[config.mk]
export PLATFORM = sky130hd
export DESIGN_NAME = mdu_ctrl_flat
export DESIGN_NICKNAME = d
export VERILOG_FILES = /design/src/rtl/mdu_ctrl_pkg.sv /design/src/rtl/mdu_ctrl_if.sv /design/src/rtl/mdu_div_cache.sv /design/src/rtl/mdu_ctrl.sv /design/src/flat_wrapper.sv
export SDC_FILE = /design/constraint.sdc
export NUM_CORES = 1
export LEC_CHECK = 0
export CAP_MARGIN = 20
export CORE_UTILIZATION = 30
export DETAILED_ROUTE_END_ITERATION = 7
export HOLD_SLACK_MARGIN = 0.05
export PLACE_DENSITY = 0.66
export RECOVER_POWER = 50
export REMOVE_ABC_BUFFERS = 1
export SLEW_MARGIN = 20
export SYNTH_ARGS = -nofsm -noshare
export SYNTH_HDL_FRONTEND = slang
export SYNTH_SLANG_ARGS = --single-unit
export TNS_END_PERCENT = 10
[constraint.sdc]
create_clock -name clk -period 3.7 [get_ports clk]
set_clock_uncertainty 0.05 [all_clocks]
set_input_delay 0.37 -clock clk [delete_from_list [all_inputs] [get_ports clk]]
set_output_delay 0.37 -clock clk [all_outputs]
set_load 0.05 [all_outputs]
[src/rtl/mdu_ctrl_pkg.sv]
// rv32_m_pkg: M-extension funct3 codes, sequencer states and divide classification helpers
package rv32_m_pkg;

  localparam logic [2:0] FUNCT3_MUL    = 3'd0;
  localparam logic [2:0] FUNCT3_MULH   = 3'd1;
  localparam logic [2:0] FUNCT3_MULHSU = 3'd2;
  localparam logic [2:0] FUNCT3_MULHU  = 3'd3;
  localparam logic [2:0] FUNCT3_DIV    = 3'd4;
  localparam logic [2:0] FUNCT3_DIVU   = 3'd5;
  localparam logic [2:0] FUNCT3_REM    = 3'd6;
  localparam logic [2:0] FUNCT3_REMU   = 3'd7;

  typedef enum logic [2:0] {
    ST_IDLE,
    ST_ISSUE,
    ST_WAIT,
    ST_DRAIN,
    ST_RESP
  } mdu_ctrl_state_t;

  // Every divide/remainder op has funct3[2] set.
  function automatic logic is_div(input logic [2:0] f);
    return f[2];
  endfunction

  // DIV and REM are the signed divides; the U variants have funct3[0] set.
  function automatic logic is_signed_div(input logic [2:0] f);
    return f[2] & ~f[0];
  endfunction

endpackage

[src/rtl/mdu_ctrl_if.sv]
// mdu_ctrl_if: execute, mdu and writeback signals of the M-op sequencer
interface mdu_ctrl_if #(parameter int XLEN = 32);

  logic              ex_valid;
  logic              ex_ready;
  logic [2:0]        ex_funct3;
  logic [XLEN-1:0]   ex_rs1;
  logic [XLEN-1:0]   ex_rs2;
  logic [4:0]        ex_rd;
  logic              flush;
  logic              stall;
  logic              mdu_start;
  logic [XLEN-1:0]   mdu_a;
  logic [XLEN-1:0]   mdu_b;
  logic [2:0]        mdu_funct3;
  logic              mdu_busy;
  logic              mdu_done;
  logic [2*XLEN-1:0] mdu_product;
  logic [XLEN-1:0]   mdu_quotient;
  logic [XLEN-1:0]   mdu_remainder;
  logic              wb_valid;
  logic              wb_ready;
  logic [4:0]        wb_rd;
  logic [XLEN-1:0]   wb_data;

  // Environment side: execute, mdu and writeback.
  modport master (
    output ex_valid, ex_funct3, ex_rs1, ex_rs2, ex_rd, flush,
           mdu_busy, mdu_done, mdu_product, mdu_quotient, mdu_remainder, wb_ready,
    input  ex_ready, stall, mdu_start, mdu_a, mdu_b, mdu_funct3, wb_valid, wb_rd, wb_data
  );

  // Sequencer side.
  modport slave (
    input  ex_valid, ex_funct3, ex_rs1, ex_rs2, ex_rd, flush,
           mdu_busy, mdu_done, mdu_product, mdu_quotient, mdu_remainder, wb_ready,
    output ex_ready, stall, mdu_start, mdu_a, mdu_b, mdu_funct3, wb_valid, wb_rd, wb_data
  );

endinterface

[src/rtl/mdu_div_cache.sv]
// mdu_div_cache: one-entry cache of the last divide's quotient and remainder
module mdu_div_cache
  import rv32_m_pkg::*;
#(
  parameter int XLEN = 32
) (
  input  logic            clk,
  input  logic            rst_n,
  input  logic            fill_i,
  input  logic            fill_signed_i,
  input  logic [XLEN-1:0] fill_a_i,
  input  logic [XLEN-1:0] fill_b_i,
  input  logic [XLEN-1:0] fill_q_i,
  input  logic [XLEN-1:0] fill_r_i,
  input  logic [2:0]      lk_funct3_i,
  input  logic [XLEN-1:0] lk_a_i,
  input  logic [XLEN-1:0] lk_b_i,
  output logic            hit_o,
  output logic [XLEN-1:0] data_o
);

  logic            valid_q;
  logic            sgn_q;
  logic [XLEN-1:0] a_q, b_q, quo_q, rem_q;

  // Capture operands and both results of every completed divide; only reset invalidates.
  always_ff @(posedge clk or negedge rst_n) begin
    if (!rst_n) begin
      valid_q <= 1'b0;
      sgn_q   <= 1'b0;
      a_q     <= '0;
      b_q     <= '0;
      quo_q   <= '0;
      rem_q   <= '0;
    end else if (fill_i) begin
      valid_q <= 1'b1;
      sgn_q   <= fill_signed_i;
      a_q     <= fill_a_i;
      b_q     <= fill_b_i;
      quo_q   <= fill_q_i;
      rem_q   <= fill_r_i;
    end
  end

  assign hit_o  = is_div(lk_funct3_i) && valid_q && (sgn_q == is_signed_div(lk_funct3_i)) &&
                  (a_q == lk_a_i) && (b_q == lk_b_i);
  assign data_o = lk_funct3_i[1] ? rem_q : quo_q;

endmodule

[src/rtl/mdu_ctrl.sv]
// mdu_ctrl: sequences one M-op at a time through mdu and hands the result to writeback
module mdu_ctrl
  import rv32_m_pkg::*;
#(
  parameter int XLEN = 32
) (
  input  logic         clk,
  input  logic         rst_n,
  mdu_ctrl_if.slave    bus
);

  mdu_ctrl_state_t state_q, state_d;
  logic [XLEN-1:0] a_q, a_d, b_q, b_d, data_q, data_d;
  logic [2:0]      f3_q, f3_d;
  logic [4:0]      rd_q, rd_d;
  logic            accept, start, hit, fill;
  logic [XLEN-1:0] hit_data, result;

  assign bus.ex_ready   = (state_q == ST_IDLE) && !bus.flush;
  assign bus.stall      = (state_q != ST_IDLE);
  assign bus.wb_valid   = (state_q == ST_RESP);
  assign bus.mdu_start  = start;
  assign bus.mdu_a      = a_q;
  assign bus.mdu_b      = b_q;
  assign bus.mdu_funct3 = f3_q;
  assign bus.wb_rd      = rd_q;
  assign bus.wb_data    = data_q;

  assign accept = bus.ex_valid && bus.ex_ready;
  assign start  = (state_q == ST_ISSUE) && !bus.mdu_busy;
  assign fill   = ((state_q == ST_WAIT) || (state_q == ST_DRAIN)) && bus.mdu_done && is_div(f3_q);
  assign result = (f3_q == FUNCT3_MUL) ? bus.mdu_product[XLEN-1:0] :
                  !f3_q[2]             ? bus.mdu_product[2*XLEN-1:XLEN] :
                  f3_q[1]              ? bus.mdu_remainder : bus.mdu_quotient;

  mdu_div_cache #(.XLEN(XLEN)) u_cache (
    .clk          (clk),
    .rst_n        (rst_n),
    .fill_i       (fill),
    .fill_signed_i(is_signed_div(f3_q)),
    .fill_a_i     (a_q),
    .fill_b_i     (b_q),
    .fill_q_i     (bus.mdu_quotient),
    .fill_r_i     (bus.mdu_remainder),
    .lk_funct3_i  (bus.ex_funct3),
    .lk_a_i       (bus.ex_rs1),
    .lk_b_i       (bus.ex_rs2),
    .hit_o        (hit),
    .data_o       (hit_data)
  );

  // State and op/result registers.
  always_ff @(posedge clk or negedge rst_n) begin
    if (!rst_n) begin
      state_q <= ST_IDLE;
      a_q     <= '0;
      b_q     <= '0;
      f3_q    <= '0;
      rd_q    <= '0;
      data_q  <= '0;
    end else begin
      state_q <= state_d;
      a_q     <= a_d;
      b_q     <= b_d;
      f3_q    <= f3_d;
      rd_q    <= rd_d;
      data_q  <= data_d;
    end
  end

  // Next state: accept/lookup, launch, collect, and flush handling; a done that coincides
  // with a flush in WAIT retires straight to IDLE since DRAIN would wait for a second done.
  always_comb begin
    state_d = state_q;
    a_d     = a_q;
    b_d     = b_q;
    f3_d    = f3_q;
    rd_d    = rd_q;
    data_d  = data_q;
    unique case (state_q)
      ST_IDLE: if (accept) begin
        a_d     = bus.ex_rs1;
        b_d     = bus.ex_rs2;
        f3_d    = bus.ex_funct3;
        rd_d    = bus.ex_rd;
        data_d  = hit ? hit_data : data_q;
        state_d = hit ? ST_RESP : ST_ISSUE;
      end
      ST_ISSUE: state_d = bus.flush ? (start ? ST_DRAIN : ST_IDLE) : (start ? ST_WAIT : ST_ISSUE);
      ST_WAIT: if (bus.mdu_done) begin
        data_d  = result;
        state_d = bus.flush ? ST_IDLE : ST_RESP;
      end else if (bus.flush) begin
        state_d = ST_DRAIN;
      end
      ST_DRAIN: state_d = bus.mdu_done ? ST_IDLE : ST_DRAIN;
      ST_RESP:  state_d = (bus.wb_ready || bus.flush) ? ST_IDLE : ST_RESP;
      default:  state_d = ST_IDLE;
    endcase
  end

endmodule

[src/flat_wrapper.sv]
// flat-port wrapper written by rule: the top's interface ports become plain ports
module mdu_ctrl_flat import rv32_m_pkg::*;
#(
  parameter int XLEN = 32
)
  (clk, rst_n, bus_ex_valid, bus_ex_funct3, bus_ex_rs1, bus_ex_rs2, bus_ex_rd, bus_flush, bus_mdu_busy, bus_mdu_done, bus_mdu_product, bus_mdu_quotient, bus_mdu_remainder, bus_wb_ready, bus_ex_ready, bus_stall, bus_mdu_start, bus_mdu_a, bus_mdu_b, bus_mdu_funct3, bus_wb_valid, bus_wb_rd, bus_wb_data);
  mdu_ctrl_if #(.XLEN(XLEN)) bus_i ();
  input  logic clk;
  input  logic rst_n;
  input wire logic [$bits(bus_i.ex_valid)-1:0] bus_ex_valid;
  input wire logic [$bits(bus_i.ex_funct3)-1:0] bus_ex_funct3;
  input wire logic [$bits(bus_i.ex_rs1)-1:0] bus_ex_rs1;
  input wire logic [$bits(bus_i.ex_rs2)-1:0] bus_ex_rs2;
  input wire logic [$bits(bus_i.ex_rd)-1:0] bus_ex_rd;
  input wire logic [$bits(bus_i.flush)-1:0] bus_flush;
  input wire logic [$bits(bus_i.mdu_busy)-1:0] bus_mdu_busy;
  input wire logic [$bits(bus_i.mdu_done)-1:0] bus_mdu_done;
  input wire logic [$bits(bus_i.mdu_product)-1:0] bus_mdu_product;
  input wire logic [$bits(bus_i.mdu_quotient)-1:0] bus_mdu_quotient;
  input wire logic [$bits(bus_i.mdu_remainder)-1:0] bus_mdu_remainder;
  input wire logic [$bits(bus_i.wb_ready)-1:0] bus_wb_ready;
  output wire logic [$bits(bus_i.ex_ready)-1:0] bus_ex_ready;
  output wire logic [$bits(bus_i.stall)-1:0] bus_stall;
  output wire logic [$bits(bus_i.mdu_start)-1:0] bus_mdu_start;
  output wire logic [$bits(bus_i.mdu_a)-1:0] bus_mdu_a;
  output wire logic [$bits(bus_i.mdu_b)-1:0] bus_mdu_b;
  output wire logic [$bits(bus_i.mdu_funct3)-1:0] bus_mdu_funct3;
  output wire logic [$bits(bus_i.wb_valid)-1:0] bus_wb_valid;
  output wire logic [$bits(bus_i.wb_rd)-1:0] bus_wb_rd;
  output wire logic [$bits(bus_i.wb_data)-1:0] bus_wb_data;
  assign bus_i.ex_valid = bus_ex_valid;
  assign bus_i.ex_funct3 = bus_ex_funct3;
  assign bus_i.ex_rs1 = bus_ex_rs1;
  assign bus_i.ex_rs2 = bus_ex_rs2;
  assign bus_i.ex_rd = bus_ex_rd;
  assign bus_i.flush = bus_flush;
  assign bus_i.mdu_busy = bus_mdu_busy;
  assign bus_i.mdu_done = bus_mdu_done;
  assign bus_i.mdu_product = bus_mdu_product;
  assign bus_i.mdu_quotient = bus_mdu_quotient;
  assign bus_i.mdu_remainder = bus_mdu_remainder;
  assign bus_i.wb_ready = bus_wb_ready;
  assign bus_ex_ready = bus_i.ex_ready;
  assign bus_stall = bus_i.stall;
  assign bus_mdu_start = bus_i.mdu_start;
  assign bus_mdu_a = bus_i.mdu_a;
  assign bus_mdu_b = bus_i.mdu_b;
  assign bus_mdu_funct3 = bus_i.mdu_funct3;
  assign bus_wb_valid = bus_i.wb_valid;
  assign bus_wb_rd = bus_i.wb_rd;
  assign bus_wb_data = bus_i.wb_data;
  mdu_ctrl #(.XLEN(XLEN)) u_core (.clk(clk), .rst_n(rst_n), .bus(bus_i));
endmodule
==> flow_metrics.py, run 1 <==
metrics = {
    "yosys": {
        "synth_top_area_cell": "dfrtp_1",
        "synthCells": 875,
        "seq_area_frac_synth_pct": 50.30,
        "ys_top_cells_by_area": "dfrtp_1 (50%), mux2_2 (15%), mux2_4 (12%), mux2i_1 (5.4%), xnor2_1 (2.2%)",
        "avgSynthCellArea_sq_um": 13.47,
        "yosysWarnings": 0,
        "synth_area_sq_um": 11790,
        "synthArstFlopShare_pct": 100.0,
        "synth_cell_types": 41,
        "synth_edf_count": 0,
        "synth_ff_type": "dfrtp_1",
        "synth_top_cell_area_share_pct": 50.30,
        "ys_seq_elements": 237,
    },
    "run": {
        "max-cap-violations": 3,
    },
    "critical_path": {
        "required_ns": 4.07,
        "crit_fanout": 131,
        "cp-end-kind": "register",
        "path_buf_inv": 1,
        "r2r_start": "u_core.state_q[2]",
        "path_delay_family": "buffers and inverters",
        "cp_cell_sequence": "nor2_1, nand2_4, clkbuf_4, mux2_2",
        "cp-start-kind": "register",
        "slowest_delay_ns": 1.38,
        "critPathSlowestCell": "clkbuf_4",
        "crit_arrival_ns": 3.43,
        "crit_type": "register to register",
        "critPathLaunch": "u_core.state_q[2]",
    },
    "floorplan": {
        "ios": 315,
        "rows": 72,
        "die_y_microns": 200.2,
        "start_util_pct": 30.44,
        "core_sq_um": 38740,
        "die_w_microns": 200.2,
        "die-area_sq_um": 40100,
    },
    "cts": {
        "cts_setup_buffers": 0,
        "cts_sinks": 237,
        "holdBufCountCts": 1,
        "clockBufferDepth": 3,
        "h-tree-depth": 1,
        "clock_latency_ns": 0.54,
        "cts_tree": "done",
        "clkTransAtPathRegs_ns": 0.06,
        "numCtsBuffers": 28,
        "cts_root_buf": "clkbuf_16",
        "ctsResizeCount": 0,
    },
    "sta": {
        "fin_crit_sh_pct": 82.54,
        "fin_ws_ns": 0.6459,
        "worst-slew-pin-transition_ns": 2.049,
        "final_max_slew_viol_count": 227,
        "timing.fmax_mhz": 327.4,
        "slew_headroom_pct": -36.61,
        "layout_min_cycle_time_ns": 3.054,
        "hold_slack_ns": 0.3880,
        "rsz0062_at_grt": "false",
        "final_hold_viol_count": 0,
        "setup_violations": 0,
        "fin_tns_setup_ns": 0,
    },
    "drt": {
        "wl_met2_microns": 15620,
        "drc_errors": 0,
        "post_drt_wl_per_cell_microns": 18.88,
        "postRouteAntennaNets": 0,
        "highest_layer": "met5",
        "drt-total-wl_microns": 32470,
        "m1WireLength_microns": 13740,
        "vias": 8121,
        "drt_first_pass_iters": 4,
        "met3WireLength_microns": 2442,
        "viasPerCell": 4.722,
        "drt_iter0_drc": 194,
    },
    "global_route": {
        "grt_pass1_vias": 8672,
        "track_usage_pct": 16.16,
        "gr-total-overflow": 0,
        "antenna_found_initial": 2,
        "grt_pass1_wl_microns": 51090,
        "grt_start_max_net_pins": 132,
    },
    "min_path": {
        "worstHoldStart": "bus_ex_rd[2]",
        "hold_path.class": "primary input to register",
    },
    "power_and_ir_drop": {
        "leakage_nw": 7.056,
        "power.density_nw_per_um2": 953.7,
        "vdd_drop_max_mv": 0.5168,
    },
    "run_status": {
        "status": "complete, but fails checks",
        "failed_checks": "max-capacitance violations, max-slew violations",
    },
    "place": {
        "dpl_worst_slack_ns": 0.3156,
        "numPortBuffers": 314,
        "dp_hpwl_microns": 22770,
        "gp_congestion": 0.7691,
    },
    "cells_and_area": {
        "n_fill_cell": 3628,
        "final_cell_mix": "clkdlybuf4s50_1 (311), dfrtp_1 (235), mux2_2 (162)",
        "nets": 1388,
        "final_common_cell": "clkdlybuf4s50_1",
        "layout-drive-gt1-share_pct": 27.06,
        "syn_to_final_growth_pct": 38.72,
    },
}
-- sequential cells by signal (all words and copies together) (netlist names) --
| signal | flops |
|---|---|
| u_core.u_cache.b_q | 32 |
| u_core.bus.wb_rd | 5 |
| u_core.bus.wb_data | 32 |
| u_core.u_cache.rem_q | 32 |
| u_core.state_q | 3 |
| u_core.bus.mdu_a | 32 |
| u_core.u_cache.sgn_q | 1 |
| u_core.bus.mdu_b | 32 |
| u_core.u_cache.a_q | 32 |
| u_core.u_cache.valid_q | 1 |
| u_core.bus.mdu_funct3 | 3 |
| u_core.u_cache.quo_q | 32 |
-- logic make-up after synthesis --
logic type                synth area share, %
and+or+nand+nor                         5.190
muxes                                   33.23
buffers and inverters                   2.887
xor gates and xnor gates                3.789
DFF                                     50.30
AOI/OAI and AO/OA                       4.606
-- cells in the mapped netlist (all sizes together) (2+ instances only) --
library cell	instances
nand4	9
buf	36
o22ai	2
nor3b	2
xor2	21
o211ai	32
clkbuf	17
o21ai	40
xnor2	30
nor4	19
mux2	259
dfrtp	237
inv	11
nand2b	8
nand2	44
a21oi	2
nor3	9
mux2i	64
o2111ai	2
nand3	2
nor2b	13
nor2	4
-- worst reg2reg max path: stages (launching register included) --
cell and delay [ns]:
dfrtp_1 0.56, nor2_1 0.15, nand2_4 0.09, clkbuf_4 1.38
mux2_2 0.71
-- metal layers --
layer	up-vias	GRT usage, %
li1	3773	-
met1	4041	20.16
met2	264	27.32
met3	41	4.670
met4	2	3.984
met5	-	0
-- stage by stage --
| stage | utilization [%] | instance area, sq um | total power [W] | instances |
|---|---|---|---|---|
| after floorplan | - | 11490 | 0.01054 | 822 |
| after global placement | 39.95 | 15480 | 0.01284 | 1668 |
| after detailed placement | 39.95 | 15480 | 0.01299 | 1668 |
| after CTS | 42.34 | 16400 | 0.01584 | 1719 |
| after global routing | 42.22 | 16350 | 0.01648 | 1719 |
| final | 42.22 | 16360 | 0.01560 | 1720 |
-- final cells by class --
class	instances	area (sq um)	area share [%]
diodes	1	2.502	0.01530
clock buffers	40	807.0	4.934
clock inverters	10	105.1	0.6426
inverters	11	41.29	0.2524
multi-input cells	574	5544	33.90
flip-flops and latches	237	5933	36.28
well taps	518	648.1	3.963
repair buffers	329	3274	20.02
-- final timing paths --
| kind | endpoint | slack (ns) | cells past startpoint |
|---|---|---|---|
| min in group asynchronous | u_core.bus.wb_data[1] | 0.43 | 2 |
| max in group asynchronous | u_core.u_cache.b_q[19] | 1.09 | 3 |
| max reg2reg | u_core.u_cache.b_q[20] | 0.65 | 4 |
| min | u_core.bus.wb_rd[2] | 0.39 | 2 |
| max | u_core.u_cache.b_q[20] | 0.65 | 4 |
| min reg2reg | u_core.u_cache.valid_q | 0.42 | 1 |
-- report_power, final --
part           switching [W]  internal [W]
Sequential          0.000901       0.00391
Combinational        0.00430       0.00375
Clock                0.00109       0.00165
Total                0.00629       0.00931
(Power assumes the default switching activity.)
==> inputs of run 2 (changes only) <==
--- a/config.mk
+++ b/config.mk
@@ -9,7 +9,7 @@
 export CORE_UTILIZATION = 30
 export DETAILED_ROUTE_END_ITERATION = 7
 export HOLD_SLACK_MARGIN = 0.05
-export PLACE_DENSITY = 0.66
+export PLACE_DENSITY = 0.68
 export RECOVER_POWER = 50
 export REMOVE_ABC_BUFFERS = 1
 export SLEW_MARGIN = 20
==> constraint.sdc (replaced) <==
create_clock -name clk -period 2.6 [get_ports clk]
set_clock_uncertainty 0.05 [all_clocks]
set_input_delay 0.26 -clock clk [delete_from_list [all_inputs] [get_ports clk]]
set_output_delay 0.26 -clock clk [all_outputs]
set_load 0.05 [all_outputs]
==> flow_metrics.py, run 2 (same netlist as run 1, synthesis figures left out) <==
metrics = {
    "critical_path": {
        "cp-start-kind": "register",
        "crit_end": "u_core.bus.wb_data[29]",
        "required_ns": 2.98,
        "crit_arrival_ns": 2.79,
        "critPathLaunch": "u_core.u_cache.b_q[20]",
        "crit_type": "register to register",
        "r2r_start": "u_core.u_cache.b_q[20]",
        "r2r.worst_path.cells": 8,
        "rrSetupSlack_ns": 0.18,
        "cp-end-kind": "register",
        "crit_fanout": 32,
        "r2r_end": "u_core.bus.wb_data[29]",
    },
    "floorplan": {
        "start_util_pct": 30.44,
        "die_w_microns": 200.2,
        "rows": 72,
        "die_y_microns": 200.2,
        "die-area_sq_um": 40100,
        "ios": 315,
        "core_sq_um": 38740,
    },
    "drt": {
        "highest_layer": "met5",
        "post_drt_wl_per_cell_microns": 18.38,
        "drt_iter0_drc": 239,
        "viasPerCell": 4.669,
        "vias": 8101,
        "drc_errors": 0,
        "drt_first_pass_iters": 4,
        "wl_met2_microns": 14810,
        "m1WireLength_microns": 13740,
        "drt-total-wl_microns": 31890,
        "postRouteAntennaNets": 0,
        "met3WireLength_microns": 2696,
    },
    "sta": {
        "setup_violations": 0,
        "timing.fmax_mhz": 413.4,
        "final_hold_viol_count": 0,
        "worst-slew-pin-transition_ns": 1.824,
        "layout_min_cycle_time_ns": 2.419,
        "slew_headroom_pct": -21.59,
        "fin_crit_sh_pct": 93.03,
        "final_max_slew_viol_count": 36,
        "rsz0062_at_grt": "false",
    },
    "cells_and_area": {
        "n_fill_cell": 3570,
        "syn_to_final_growth_pct": 40.54,
        "final_common_cell": "clkdlybuf4s50_1",
        "nets": 1404,
        "final_cells": 1735,
        "layout-drive-gt1-share_pct": 27.98,
        "final_area_sq_um": 16570,
        "final_cell_mix": "clkdlybuf4s50_1 (306), dfrtp_1 (235), mux2_2 (162)",
    },
    "power_and_ir_drop": {
        "clkPwrFrac_pct": 16.9,
        "p_int_w": 0.01329,
        "p_sw_share_pct": 40.23,
        "power.density_nw_per_um2": 1342,
        "switchingPower_w": 0.008945,
        "vdd_drop_max_mv": 0.9800,
        "pwr-share-seq_pct": 30.9,
        "combPwrFrac_pct": 52.2,
        "leakage_nw": 7.188,
    },
    "cts": {
        "cts_tree": "done",
        "numCtsBuffers": 27,
        "clock_latency_ns": 0.55,
        "cts_sinks": 237,
        "h-tree-depth": 1,
        "cts_root_buf": "clkbuf_16",
        "clkTransAtPathRegs_ns": 0.06,
        "clockBufferDepth": 3,
    },
    "place": {
        "postPlaceCellArea_sq_um": 15700,
        "gp_congestion": 0.7777,
        "dp_cells": 1685,
        "dp_hpwl_microns": 22940,
        "numPortBuffers": 314,
    },
    "global_route": {
        "gr-total-overflow": 0,
        "grt_pass1_vias": 8672,
        "track_usage_pct": 15.77,
        "grt_start_max_net_pins": 79,
        "antenna_found_initial": 3,
        "grt_pass1_wl_microns": 50620,
    },
    "min_path": {
        "hold_path.class": "primary input to register",
        "worstHoldStart": "bus_ex_rd[2]",
    },
    "run": {
        "max-cap-violations": 1,
    },
    "run_status": {
        "failed_checks": "max-capacitance violations, max-slew violations",
        "status": "complete, but fails checks",
    },
}
[run 2: layer usage]
layer	vias up	GRT usage, %
met5	-	0
met4	4	3.104
met3	37	5.255
met2	280	25.84
met1	3968	20.22
li1	3812	-
[run 2: critical path, stage by stage, from the launching register on]
cell	delay, ns
dfrtp_1	0.39
xnor2_1	0.19
nand4_1	0.15
nor4_1	0.35
buf_4	0.16
and4_1	0.30
a31oi_4	0.13
buf_12	0.21
mux2_4	0.33
[run 2: worst min-delay path by stage]
| stage | cells past startpoint | slack [ns] | to |
|---|---|---|---|
| 2_1_floorplan | 0 | -0.09 | u_core.bus.mdu_a[0] |
| 3_3_place_gp | 1 | 0.11 | u_core.bus.wb_data[2] |
| 3_5_place_dp | 1 | 0.11 | u_core.bus.wb_data[2] |
| 4_1_cts | 2 | 0.12 | u_core.u_cache.rem_q[12] |
| 5_1_grt | 2 | 0.25 | u_core.bus.wb_rd[2] |
| 6_report | 2 | 0.26 | u_core.bus.wb_rd[2] |
[run 2: layout make-up]
class	instances	area (sq um)	area share [%]
Timing Repair Buffer	346	3535	21.33
Antenna cell	2	5.005	0.03020
Sequential cell	237	5933	35.81
Clock buffer	40	764.5	4.614
Clock inverter	7	100.1	0.6041
Multi-Input combinational cell	574	5543	33.45
Tap cell	518	648.1	3.912
Inverter	11	41.29	0.2492
[run 2: repair_timing]
item | CTS | global route
hold buffers | 1 | 0
endpoints found under the setup margin | 1 | 2
buffers inserted | 0 | 0
resized for setup | 1 | 2
endpoints found under the hold margin | 237 | 0
[run 2: power groups by stage]
stage	clock [W]	combinational, W	sequential [W]
after floorplan	0	0.00515	0.00956
after global placement	0	0.0116	0.00684
after detailed placement	0	0.0118	0.00693
after CTS	0.00389	0.0118	0.00690
after global routing	0.00402	0.0123	0.00714
final	0.00375	0.0116	0.00688
[run 2: through the flow]
stage / hold slack [ns] / TNS (ns) / total power [W] / utilization (%) / setup slack, ns
after CTS: 0.1199 / 0 / 0.02257 / 42.78 / 0.01851
final: 0.2570 / 0 / 0.02223 / 42.77 / 0.1812
after floorplan: -0.08559 / -522.68 / 0.01471 / - / -3.009
after global routing: 0.2543 / 0 / 0.02348 / 42.76 / 0.01687
after global placement: 0.1062 / -6.791 / 0.01845 / 40.52 / -0.2218
after detailed placement: 0.1060 / -7.613 / 0.01869 / 40.52 / -0.2488
==> inputs of run 3 (changes only) <==
--- a/config.mk
+++ b/config.mk
@@ -12,7 +12,6 @@
 export PLACE_DENSITY = 0.68
 export RECOVER_POWER = 50
 export REMOVE_ABC_BUFFERS = 1
-export SLEW_MARGIN = 20
 export SYNTH_ARGS = -nofsm -noshare
 export SYNTH_HDL_FRONTEND = slang
 export SYNTH_SLANG_ARGS = --single-unit
==> results of run 3 <==
Final layout, timing and power as in run 2 (identical DEF).
